**config.mk**
```make
export PLATFORM = sky130hd
export DESIGN_NAME = int_ctrl
export DESIGN_NICKNAME = d
export VERILOG_FILES = /design/src/rtl/int_ctrl_pkg.sv /design/src/rtl/int_prio_enc.sv /design/src/rtl/int_ctrl.sv
export SDC_FILE = /design/constraint.sdc
export NUM_CORES = 1
export LEC_CHECK = 0
export ABC_CLOCK_PERIOD_IN_PS = 2200
export BUFFER_PORTS_ARGS = -buffer_cell sky130_fd_sc_hd__buf_4
export CAP_MARGIN = 15
export CORE_ASPECT_RATIO = 0.8
export CORE_MARGIN = 4
export CORE_UTILIZATION = 46
export DETAILED_ROUTE_END_ITERATION = 8
export HOLD_SLACK_MARGIN = 0.1
export PLACE_DENSITY_LB_ADDON = 0.15
export SKIP_CTS_REPAIR_TIMING = 1
export SYNTH_ARGS = -nofsm -noshare
export SYNTH_HDL_FRONTEND = slang
export SYNTH_SLANG_ARGS = --single-unit
```
**constraint.sdc**
```tcl
create_clock -name clk -period 2.2 [get_ports clk]
set_input_delay 0.11 -clock clk [delete_from_list [all_inputs] [get_ports clk]]
set_output_delay 0.11 -clock clk [all_outputs]
set_load 0.01 [all_outputs]
```
**src/rtl/int_ctrl_pkg.sv**
```systemverilog
// Shared constants for the interrupt controller: register offsets, FSM encodings
// and the default number of device interrupt lines.
package int_ctrl_pkg;

  localparam int unsigned NIRQ_DEF = 6;
  localparam int unsigned IDX_W    = 3;

  localparam logic [31:0] OFF_MASK  = 32'h0000_0000;
  localparam logic [31:0] OFF_PEND  = 32'h0000_0004;
  localparam logic [31:0] OFF_MODE  = 32'h0000_0008;
  localparam logic [31:0] OFF_CLAIM = 32'h0000_000c;

  localparam logic [1:0] ST_IDLE   = 2'd0;
  localparam logic [1:0] ST_ACTIVE = 2'd1;
  localparam logic [1:0] ST_INSVC  = 2'd2;

endpackage

```
**src/rtl/int_prio_enc.sv**
```systemverilog
// Fixed-priority encoder: reports the lowest set index of the eligible vector.
module int_prio_enc #(
  parameter int unsigned N  = 6,
  parameter int unsigned IW = 3
) (
  input  logic [N-1:0]  eligible,
  output logic          valid,
  output logic [IW-1:0] idx
);

  // Scan from the top so the lowest set index is the last one written.
  always_comb begin
    valid = 1'b0;
    idx   = '0;
    for (int i = int'(N) - 1; i >= 0; i--) begin
      if (eligible[i]) begin
        valid = 1'b1;
        idx   = IW'(i);
      end
    end
  end

endmodule

```
**src/rtl/int_ctrl.sv**
```systemverilog
// Memory-mapped interrupt controller: MASK/PEND/MODE/CLAIM registers, edge or level
// lines, lowest-index priority and a claim/EOI handshake towards the CPU.
module int_ctrl
  import int_ctrl_pkg::*;
#(
  parameter logic [31:0] BASE = 32'h0000_7f30,
  parameter int unsigned NIRQ = NIRQ_DEF
) (
  input  logic            clk,
  input  logic            reset,
  input  logic [31:0]     Addr,
  input  logic [31:0]     DataIn,
  input  logic            We,
  input  logic            Re,
  output logic [31:0]     DataOut,
  input  logic [NIRQ-1:0] IrqIn,
  output logic            IntReq
);

  logic [NIRQ-1:0]  mask_q, mask_d;
  logic [NIRQ-1:0]  mode_q, mode_d;
  logic [NIRQ-1:0]  pend_q, pend_d;
  logic [NIRQ-1:0]  irq_q, irq_d;
  logic [1:0]       state_q, state_d;
  logic [IDX_W-1:0] isr_q, isr_d;
  logic             int_req_q, int_req_d;

  logic             sel_mask, sel_pend, sel_mode, sel_claim;
  logic [NIRQ-1:0]  pend_view, eligible, clr;
  logic             win_valid;
  logic [IDX_W-1:0] win_idx;
  logic             claim_fire, eoi_hit;
  logic             unused_din;

  assign sel_mask  = (Addr == BASE + OFF_MASK);
  assign sel_pend  = (Addr == BASE + OFF_PEND);
  assign sel_mode  = (Addr == BASE + OFF_MODE);
  assign sel_claim = (Addr == BASE + OFF_CLAIM);
  assign unused_din = ^DataIn;

  // Edge lines report the latched bit, level lines the synchronised input.
  assign pend_view = (pend_q & mode_q) | (irq_q & ~mode_q);
  assign eligible  = pend_view & mask_q;

  int_prio_enc #(.N(NIRQ), .IW(IDX_W)) u_prio (
    .eligible (eligible),
    .valid    (win_valid),
    .idx      (win_idx)
  );

  // A write in the same cycle suppresses the claim side effects.
  assign claim_fire = Re & ~We & sel_claim & (state_q == ST_ACTIVE) & win_valid;
  assign eoi_hit    = We & sel_claim & (DataIn[IDX_W-1:0] == isr_q + IDX_W'(1));

  always_comb begin
    mask_d    = mask_q;
    mode_d    = mode_q;
    irq_d     = IrqIn;
    isr_d     = isr_q;
    state_d   = state_q;
    clr       = '0;

    if (We && sel_mask) mask_d = DataIn[NIRQ-1:0];
    if (We && sel_mode) begin
      mode_d = DataIn[NIRQ-1:0];
      clr    = clr | (DataIn[NIRQ-1:0] & ~mode_q);
    end
    if (We && sel_pend) clr = clr | DataIn[NIRQ-1:0];
    if (claim_fire) begin
      clr   = clr | (NIRQ'(1) << win_idx);
      isr_d = win_idx;
    end
    // Rising edges are OR-ed in last so a set beats any same-cycle clear.
    pend_d = (pend_q & ~clr) | (IrqIn & ~irq_q);

    case (state_q)
      ST_IDLE:   if (win_valid) state_d = ST_ACTIVE;
      ST_ACTIVE: begin
        if (claim_fire)      state_d = ST_INSVC;
        else if (!win_valid) state_d = ST_IDLE;
      end
      ST_INSVC:  if (eoi_hit) state_d = ST_IDLE;
      default:   state_d = ST_IDLE;
    endcase

    int_req_d = (state_d == ST_ACTIVE);
  end

  always_ff @(posedge clk) begin
    if (reset) begin
      mask_q    <= '0;
      mode_q    <= '0;
      pend_q    <= '0;
      irq_q     <= '0;
      isr_q     <= '0;
      state_q   <= ST_IDLE;
      int_req_q <= 1'b0;
    end else begin
      mask_q    <= mask_d;
      mode_q    <= mode_d;
      pend_q    <= pend_d;
      irq_q     <= irq_d;
      isr_q     <= isr_d;
      state_q   <= state_d;
      int_req_q <= int_req_d;
    end
  end

  // Read mux; reads are side-effect free apart from the claim handled above.
  always_comb begin
    DataOut = '0;
    if (sel_mask)       DataOut = 32'(mask_q);
    else if (sel_pend)  DataOut = 32'(pend_view);
    else if (sel_mode)  DataOut = 32'(mode_q);
    else if (sel_claim && win_valid) DataOut = 32'(win_idx) + 32'd1;
  end

  assign IntReq = int_req_q;

endmodule

```
---- After elaboration in Yosys (flattened, before gate mapping) ----
Index checks and enable logic that the tools add are counted.
Widths: inputs -> output; s select.
word-level totals
  register bits after elaboration ......... 30
  logic and storage cells ................. 67
  bits of input ports ..................... 74
  output and inout bits ................... 33
cells by class
  bitwise operators ....................... 20
  reduce and logical (&&, ||, !) cells .... 5
  mux-type cells .......................... 24
  eq/ne operators ......................... 8
  shift operators ......................... 1
  $add $sub $neg .......................... 2
operators by type and width
  cell                  count
  $eq 32x15->1 const B  4
  $and 6x6->6           6
  $mux 6                6
  $or 6x6->6            4
  $mux 3                6
  $not 6->6             3
  $mux 2                4
  $and 1x1->1           6
  $mux 1                6
  $pmux 2 s3            1
  $shl 1x3->6 const A   1
  $add 3x1->4 const B   1
  $eq 2x1->1 const B    2
  $logic_and 1x1->1     4
  $mux 4                1
  $add 3x1->3 const B   1
  $eq 3x3->1            1
  $eq 2x2->1 const B    1
  $logic_not 2->1       1
  $not 1->1             1

---- Longest topological paths before layout ----
Gate-level depths: netlist of the first run.
  word-level depth ........................ 16
  mapped depth ............................ 9
  mapped depth without buffers ............ 9

---- Cells and area by module ----
A second synthesis of the first run with hierarchy kept.
second synthesis, totals
  cell total of the unflattened synthesis .. 260
  area total of the unflattened synthesis .. 2182.1 um^2
by module, submodules not included
  module        instances  seq. area each (um^2)  area each (um^2)  cells each
  int_ctrl      1          600.6                  2124.5            250
  int_prio_enc  1          0.0                    57.6              10

---- Worst setup path before layout of the first run ----
No wires, ideal clock.
  path type ............................... register to output
  start ................................... register mode_q[4]
  end ..................................... output DataOut[2]
  arrival ................................. 2023 ps
  path buffers ............................ 0
  cell stages (with the launch flop) ...... 10
  setup slack ............................. 67 ps
  data required time ...................... 2090 ps
  path through ............................ dfxtp_1 mux2_4 a211oi_1 o211ai_2 inv_2 ha_1 ha_1 inv_1 a31oi_1 a211oi_1
between the ends
  longest elaborated chain between the ends .. 14
  elaborated cells between the ends (all ways) .. 21
  those cells by class .................... add/sub (1); mux (14); bitwise (5); reduce/logical (1)
ends and longest elaborated chain
  what                    RTL line            RTL
  start, declared         int_ctrl.sv:21      logic [NIRQ-1:0] mode_q, mode_d;
  start signal, assigned  int_ctrl.sv:100     mode_q <= mode_d;
  $not 6->6               int_ctrl.sv:42      assign pend_view = (pend_q & mode_q) | (irq_q & ~mode_q);
  $and 6x6->6             int_ctrl.sv:42
  $or 6x6->6 *            int_ctrl.sv:42
  $and 6x6->6 *           int_ctrl.sv:43      assign eligible = pend_view & mask_q;
  $mux 3 * (5 in a row)   int_prio_enc.sv:16  if (eligible[i]) begin
  via u_prio.idx[0]       int_prio_enc.sv:8   output logic [IW-1:0] idx
  $add 3x1->4 *           int_ctrl.sv:115     else if (sel_claim && win_valid) DataOut = 32'(win_idx) + 32'd1;
  $mux 4 *                int_ctrl.sv:115
  $mux 6 *                int_ctrl.sv:114     else if (sel_mode) DataOut = 32'(mode_q);
  $mux 6 *                int_ctrl.sv:113     else if (sel_pend) DataOut = 32'(pend_view);
  $mux 6 *                int_ctrl.sv:112     if (sel_mask) DataOut = 32'(mask_q);
  end, declared           int_ctrl.sv:15      output logic [31:0] DataOut,
Mark *: on every way through the listed nets, which the timed path passes. The rest lies on a longest branch.

---- Worst setup path after layout of the first run ----
  start ................................... register mode_q[1]
  end ..................................... output DataOut[2]
between the ends
  longest elaborated chain between the ends .. 11
  elaborated cells between the ends (all ways) .. 15
  those cells by class .................... add/sub (1); mux (8); bitwise (5); reduce/logical (1)
ends and longest elaborated chain
  what                   RTL line
  $not 6->6              int_ctrl.sv:42
  $and 6x6->6            int_ctrl.sv:42
  $or 6x6->6 *           int_ctrl.sv:42
  $and 6x6->6 *          int_ctrl.sv:43
  $mux 3 * (2 in a row)  int_prio_enc.sv:16
  via u_prio.idx[0]      int_prio_enc.sv:8
  $add 3x1->4 *          int_ctrl.sv:115
  $mux 4 *               int_ctrl.sv:115
  $mux 6 *               int_ctrl.sv:114
  $mux 6 *               int_ctrl.sv:113
  $mux 6 *               int_ctrl.sv:112
Marks and branches as above.

==> results.md, run 1 <==
* Run status: finished, violations left
* Failing checks: negative setup slack
* Simple-gate portion of the synthesized area at between 20% and 30%
* Pwr/cell area at about 440 nW/um^2
* Arrival time at the worst endpoint at ~2.2 ns
* Synth cell types at 54
* Pre-antenna DRT Iters at 4
* TritonCTS Buffers at 5
* Max Freq at approximately 430 MHz
* Final min period at around 2.3 ns
* Final Net Count at 400
* Final Max Slew Viols at 0
* Die width at 83.11 microns
* Worst-path clk slew at 0.06 ns
* Layout cells sized above 1 at between 30% and 40%
* Final Hold Viols at 0
* Commonest cells after routing, fill and taps aside: 72 x buf_4, 31 x nand2_1, 27 x dfxtp_1
* Vias at about 1900
* Via count of the first global-routing pass at 1669
* Initial antenna violation count at 0
* Yosys synthesis warning count at 0
* Initial DRC count at around 100
* I/O pin count at between 100 and 150
* Placement Rows at 21
* Area growth syn-to-layout at 31.34%
* Clock root buffer: clkbuf_8
* Post-layout instance area at between 2000 and 3000 sq um
* Internal power at around 0.89 mW
* Sequential power share at a little under half
* Post-route ant nets at 0
* Switch share at between 20 and 30%
* Die area at 5658 sq um
* VDD IR max at 0.0003603 V
* WL/cell at about 15 microns
* Async S/R FF share, synth at 0%
* Clock latency on the worst-skew pair at roughly 0.28 ns
* Initial core utilization at 48.77%
* Fill count at 370
* Routability cong. at between 0.8 and 0.9
* Final Cycle Share at 104.8%
* Clock power frac at 36.7%
* Register area share after synthesis at 28.93%
* Synth top area cells: dfxtp_1 29%, buf_4 9.4%, mux2i_1 7.7%
* Reg area at approximately 610 sq um
* Xor-xnor portion of the synthesized cell area at ~1.7%
* Largest net degree at the start of global routing at 21
* DRC viols at 0
* Synthesized instance count at 250
* Synth Flop Type: dfxtp_1
* Diodes inserted at 0
* Die height at roughly 70 microns
* Synth Register Bits at 30
* DP HPWL at ~4400 microns
* RSZ-0062 raised after global routing: yes
* Max-cap viol count at 0
* Setup crit end kind: output port
* Largest family of logic cells by synthesized area: simple AND/OR/NAND/NOR gates
* Worst path required time at ~2.1 ns
* Post-synth top area share at 28.93%
* Setup-failing EPs final at 3
* Post-synthesis mux area share at approximately a tenth
* EDFF count, synth at 0
* Sw Pwr at 0.3053 mW
* Worst Hold Class: in -> reg
* PortBufs at between 50 and 60
* # H-tree levels at 2
* Leading area contributor after synthesis: dfxtp_1
* Critical path class: reg -> out
* Avg Inst Size Synth at 8.303 sq um
* Synth Area in Compound Gates at between 15 and 20%
* Post-Syn Area at a little over 2000 sq um
* Core Area at ~4300 sq um
* CTS tree: yes
* Clk buf depth at 2
* Element type at the critical path start: flop
* First-pass GRT wire length at 8549 microns
* Multi-input gate area at ~1300 sq um
* Comb power frac at 15.5%
* Global Route Usage Sum at roughly 19%
* Final Worst Setup Slack at -0.1065 ns
* Worst-path fanout max at 5
* Clk_skew at 0.001447 ns
* Clk sinks at 30
* Leakage at ~1.2 nW
* Post-DP Area at ~2500 sq um
* Sum of negative setup slack at -0.2629 ns
* Gr ovfl total at 0
* Power Total at between 1 and 1.5 mW
* Vias per cell at slightly above 5
* Adder-cell area share of the yosys netlist at 3.617%
* Most common cell after layout, fill and taps aside: buf_4
* Drt total wl at 5759 microns
-- state kept, by name, summed over array words and instances (netlist names) --
name and count:
state_q 2, pend_q 6, isr_q 3, irq_q 6, mode_q 6, mask_q 6
IntReq 1
-- worst max-delay path, stage by stage (launching register included) --
cell and delay (ns):
dfxtp_4 0.36, mux2i_4 0.31, o22ai_2 0.13, o211ai_2 0.21
inv_2 0.08, ha_4 0.16, ha_4 0.25, inv_2 0.02
a31oi_1 0.16, a211oi_2 0.06, buf_4 0.16
-- power by group through the flow --
stage / logic (mW) / registers, mW / clock network [mW]
after global placement: 0.174 / 0.583 / 0
after detailed placement: 0.178 / 0.584 / 0
after CTS: 0.178 / 0.572 / 0.451
after global routing: 0.204 / 0.574 / 0.478
final: 0.186 / 0.572 / 0.439
after floorplan: 0.125 / 0.581 / 0
-- logic make-up (layout without fill, tap and decap cells) --
kind of cell / after synthesis / in the layout
AOI/OAI and AO/OA: 45 / 45
muxes: 19 / 19
DFF: 30 / 30
xor gates and xnor gates: 4 / 4
buffers and inverters: 58 / 102
and+or+nand+nor: 87 / 87
other: 1 / 26
adders and majority gates: 6 / 6
-- metrics by stage --
stage	worst slack, ns	utilization [%]	hold slack (ns)	cells
6_report	-0.1065	64.05	0.1022	376
5_1_grt	-0.2123	64.05	0.1102	376
4_1_cts	-0.3718	61.55	0.08993	374
3_5_place_dp	-0.05907	59.61	0.3841	368
3_3_place_gp	-0.03603	59.61	0.3853	368
2_1_floorplan	0.06733	-	0.1934	275
-- synth_stat cells, types with 3 or more instances --
cell / n
nor4_1: 6
o2bb2ai_1: 5
nor2_1: 9
o22ai_1: 6
ha_1: 6
mux2i_1: 16
inv_1: 22
dfxtp_1: 30
clkbuf_1: 4
buf_2: 3
nor3_1: 3
and4_1: 3
o21ai_0: 9
nand2_1: 31
nand4_1: 3
nor2b_1: 7
a21oi_1: 3
buf_4: 26
nand2b_1: 5
o311ai_0: 4
a22oi_1: 4
and3_1: 6
-- area by class of cell --
class,instances,share of cell area (%)
Clock buffer,6,3.029
Inverter,24,3.304
Multi-Input combinational cell,187,48.97
Sequential cell,30,22.26
Tap cell,57,2.616
Timing Repair Buffer,72,19.83
-- metal layers --
metal	wire, microns	vias up	GRT usage [%]
met2	2645	65	29.40
met1	2635	891	26.66
met3	447	3	7.100
li1	-	972	-
met5	0	-	0
met4	30	0	3.673
-- path summary, 6_finish.rpt --
kind	start	endpoint	slack [ns]	depth (start not counted)
min reg2reg	mask_q[5]	mask_q[5]	0.46	2
max reg2reg	mode_q[4]	pend_q[5]	0.15	9
max	mode_q[1]	DataOut[2]	-0.11	10
min	IrqIn[2]	irq_q[2]	0.10	2
Power figures use the tool's default switching activity.
==> run 2: changes to the inputs <==
--- a/config.mk
+++ b/config.mk
@@ -5,12 +5,13 @@
 export SDC_FILE = /design/constraint.sdc
 export NUM_CORES = 1
 export LEC_CHECK = 0
+export ABC_AREA = 1
 export ABC_CLOCK_PERIOD_IN_PS = 2200
 export BUFFER_PORTS_ARGS = -buffer_cell sky130_fd_sc_hd__buf_4
 export CAP_MARGIN = 15
 export CORE_ASPECT_RATIO = 0.8
 export CORE_MARGIN = 4
-export CORE_UTILIZATION = 46
+export CORE_UTILIZATION = 47
 export DETAILED_ROUTE_END_ITERATION = 8
 export HOLD_SLACK_MARGIN = 0.1
 export PLACE_DENSITY_LB_ADDON = 0.15
==> run 2 against run 1 <==
- the run now ends clean
- core utilization decreased by 1.9 points
- setup slack improved by 0.13 ns
- synthesized cell count increased by 41%
- die area increased by 4.5%
- worst hold slack got worse by 0.0093 ns
- non-clock buffer count decreased by 9
- first-iteration DRC count increased by 46%
- sequential share of layout area decreased by 0.87 points
- count of clock-buffer cells in the layout increased by 1
- sequential power decreased by 0.9%
- critical path depth increased by 1
- highest routed layer unchanged
==> results.md, run 2 <==
* Run status: complete, no violations
* Async S/R FF share, synth at 0% (unchanged)
* Multi-input gate area at 1374 sq um (+2.9%)
* Most common cell in the synthesized netlist: nand2_1
* Synthesized instance count at 353 (+41%)
* Worst path required time at 2.09 ns (about the same)
* Yosys synthesis warning count at 0 (unchanged)
* Routability cong. at 0.8346 (-5.3%)
* Synth Flop Type: dfxtp_1
* Most common cell after layout, fill and taps aside: nand2_1
* Critical path class: reg -> out
* Diodes inserted at 0 (unchanged)
* Area growth syn-to-layout at 28.20%
* Commonest cells after routing, fill and taps aside: 81 x nand2_1, 57 x buf_4, 51 x inv_1
* Final Max Slew Viols at 0 (unchanged)
* Clk buf depth at 2 (unchanged)
* Reg area at 610.6 sq um (+0.62%)
* Worst-case reg-to-reg path depth at 11 (+2)
* Setup crit end kind: output port
* Initial DRC count at 147 (+46%)
* Slew of the pin with the lowest slew margin at 0.5469 ns
* Final Net Count at 499 (+25%)
* Final min period at 2.181 ns (-0.1253 ns)
* Gr ovfl total at 0 (unchanged)
* Drt total wl at 5678 microns (-1.4%)
* Sum of negative setup slack at 0 ns (+0.2629 ns)
* Post-synth top area share at 26.97% (-2.0 points)
* PortBufs at 54 (unchanged)
* Worst Hold Class: in -> reg
* Non-Filler Instances at 480 (+28%)
* Setup-failing EPs final at 0 (-3)
* Worst slew margin at 63.50%
* Initial core utilization at 48.45% (-0.32 points)
* Final Cycle Share at 99.15% (-5.7 points)
* Clk_skew at 0.003272 ns (+0.001825 ns)
* Arrival time at the worst endpoint at 2.07 ns (-0.13 ns)
* First-pass GRT wire length at 9094 microns (+6.4%)
* WL/cell at 11.83 microns (-23%)
* Die height at 69.57 microns (+2.2%)
* Most frequent cells after synthesis: 87 x nand2_1, 55 x inv_1, 47 x nor2_1, 30 x dfxtp_1, 27 x buf_4
* Avg Inst Size Synth at 6.309 sq um (-24%)
* Hold Crit Depth at 3 (+1)
* EDFF count, synth at 0 (unchanged)
* CTS tree: yes
* Vias at 2242 (+16%)
* TritonCTS Buffers at 5 (unchanged)
* Final Hold Viols at 0 (unchanged)
* Leading area contributor after synthesis: dfxtp_1
* Final Worst Setup Slack at 0.01878 ns (+0.1253 ns)
* Max-cap viol count at 0 (unchanged)
* Hold slack at 0.09288 ns (-0.009320 ns)
* DRC viols at 0 (unchanged)
* Global Route Usage Sum at 18.95% (-0.44 points)
* # H-tree levels at 2 (unchanged)
* Synth top area cells: dfxtp_1 27%, nand2_1 15%, inv_1 9.3%
* Clk sinks at 30 (unchanged)
* Die width at 84.96 microns (+2.2%)
* Max Freq at 458.5 MHz (+5.7%)
* Via count of the first global-routing pass at 2014 (+21%)
* VDD IR max at 0.0002807 V (-22%)
* Element type at the critical path start: flop
* Worst reg2reg setup slack at 0.48 ns (+0.33 ns)
* Synth Register Bits at 30 (unchanged)
* Register area share after synthesis at 26.97% (-2.0 points)
* Leakage at 1.517 nW (+24%)
* I/O pin count at 107 (unchanged)
* Largest net degree at the start of global routing at 19 (-9.5%)
* Clock root buffer: clkbuf_8
* Vias per cell at 4.671 (-9.1%)
* Initial antenna violation count at 0 (unchanged)
* Pre-antenna DRT Iters at 4 (unchanged)
* Worst-path clk slew at 0.06 ns (about the same)
* RSZ-0062 raised after global routing: yes
* Clock latency on the worst-skew pair at 0.28 ns (about the same)
* Layout cells sized above 1 at 26.19% (-8.0 points)
* Placed cells at 464 (+26%)
* Post-Syn Area at 2227 sq um (+7.3%)
* DP HPWL at 4475 microns (+2.4%)
* Placement Rows at 22 (+4.8%)
* Fill count at 440 (+19%)
* Worst-path fanout max at 4 (-1)
* Post-route ant nets at 0 (unchanged)
* Pwr/cell area at 423.7 nW/um^2 (-3.4%)
* Core Area at 4597 sq um (+8.0%)
* Setup slack at placement at 0.2328 ns (+0.2919 ns)
* Die area at 5911 sq um (+4.5%)
* Synth cell types at 29 (-46%)
run 2: cell types whose count changed after synthesis, moves of 7 or more:
cell and delta:
nand3_1 +16, o21ai_1 +8, inv_1 +33, mux2i_1 -16
a21oi_1 +11, nand2_1 +56, nor2_1 +38, nor2b_1 -7
run 2: logic make-up after synthesis:
| logic type | share of synthesized area (%) |
|---|---|
| xor gates and xnor gates | 1.180 |
| buffers and inverters | 19.16 |
| AOI/OAI and AO/OA | 10.39 |
| adders and majority gates | 3.371 |
| and+or+nand+nor | 38.76 |
| DFF | 26.97 |
| other | 0.1684 |
run 2: metrics by stage:
| step | utilization [%] | power, mW | instance area [sq um] |
|---|---|---|---|
| finish | 62.11 | 1.210 | 2855 |
| global route | 62.11 | 1.271 | 2855 |
| CTS | 58.52 | 1.204 | 2690 |
| detailed placement | 56.53 | 0.7486 | 2599 |
| global placement | 56.53 | 0.7451 | 2599 |
| floorplan | - | 0.6976 | 2321 |
run 2: where the power goes:
part / total [mW] / internal (mW) / switching (mW)
clock: 0.459 / 0.252 / 0.207
sequential: 0.567 / 0.560 / 0.00745
combinational: 0.184 / 0.0860 / 0.0978
total: 1.21 / 0.897 / 0.313
run 2: final timing paths:
path	startpoint	end
setup / recovery	mode_q[0]	DataOut[2]
hold / removal	DataIn[5]	mask_q[5]
setup reg to reg	mode_q[0]	pend_q[3]
hold reg to reg	irq_q[0]	pend_q[0]
run 2: routing by layer:
metal  vias to the layer above  track usage (%)  wire, microns
li1                       1182                -              -
met1                       990            26.60           2660
met2                        66            29.05           2614
met3                         4            5.344            355
met4                         0            3.691             47
met5                         -                0              0
run 2: layout make-up:
class / instances / area share [%]
Clock inverter: 1 / 0.1753
Inverter: 57 / 7.581
Timing Repair Buffer: 63 / 17.09
Clock buffer: 7 / 3.024
Sequential cell: 30 / 21.38
Tap cell: 60 / 2.629
Multi-Input combinational cell: 262 / 48.12
run 2: worst max-delay path, cell delays in order, from the launching register on:
cell and delay, ns:
dfxtp_1 0.42, nand2_1 0.07, o21ai_1 0.16, nand2_1 0.12, nand2_1 0.14, a21oi_2 0.09
ha_4 0.18, ha_4 0.25, inv_2 0.03, nand2_2 0.07, o2111ai_2 0.09, buf_4 0.16
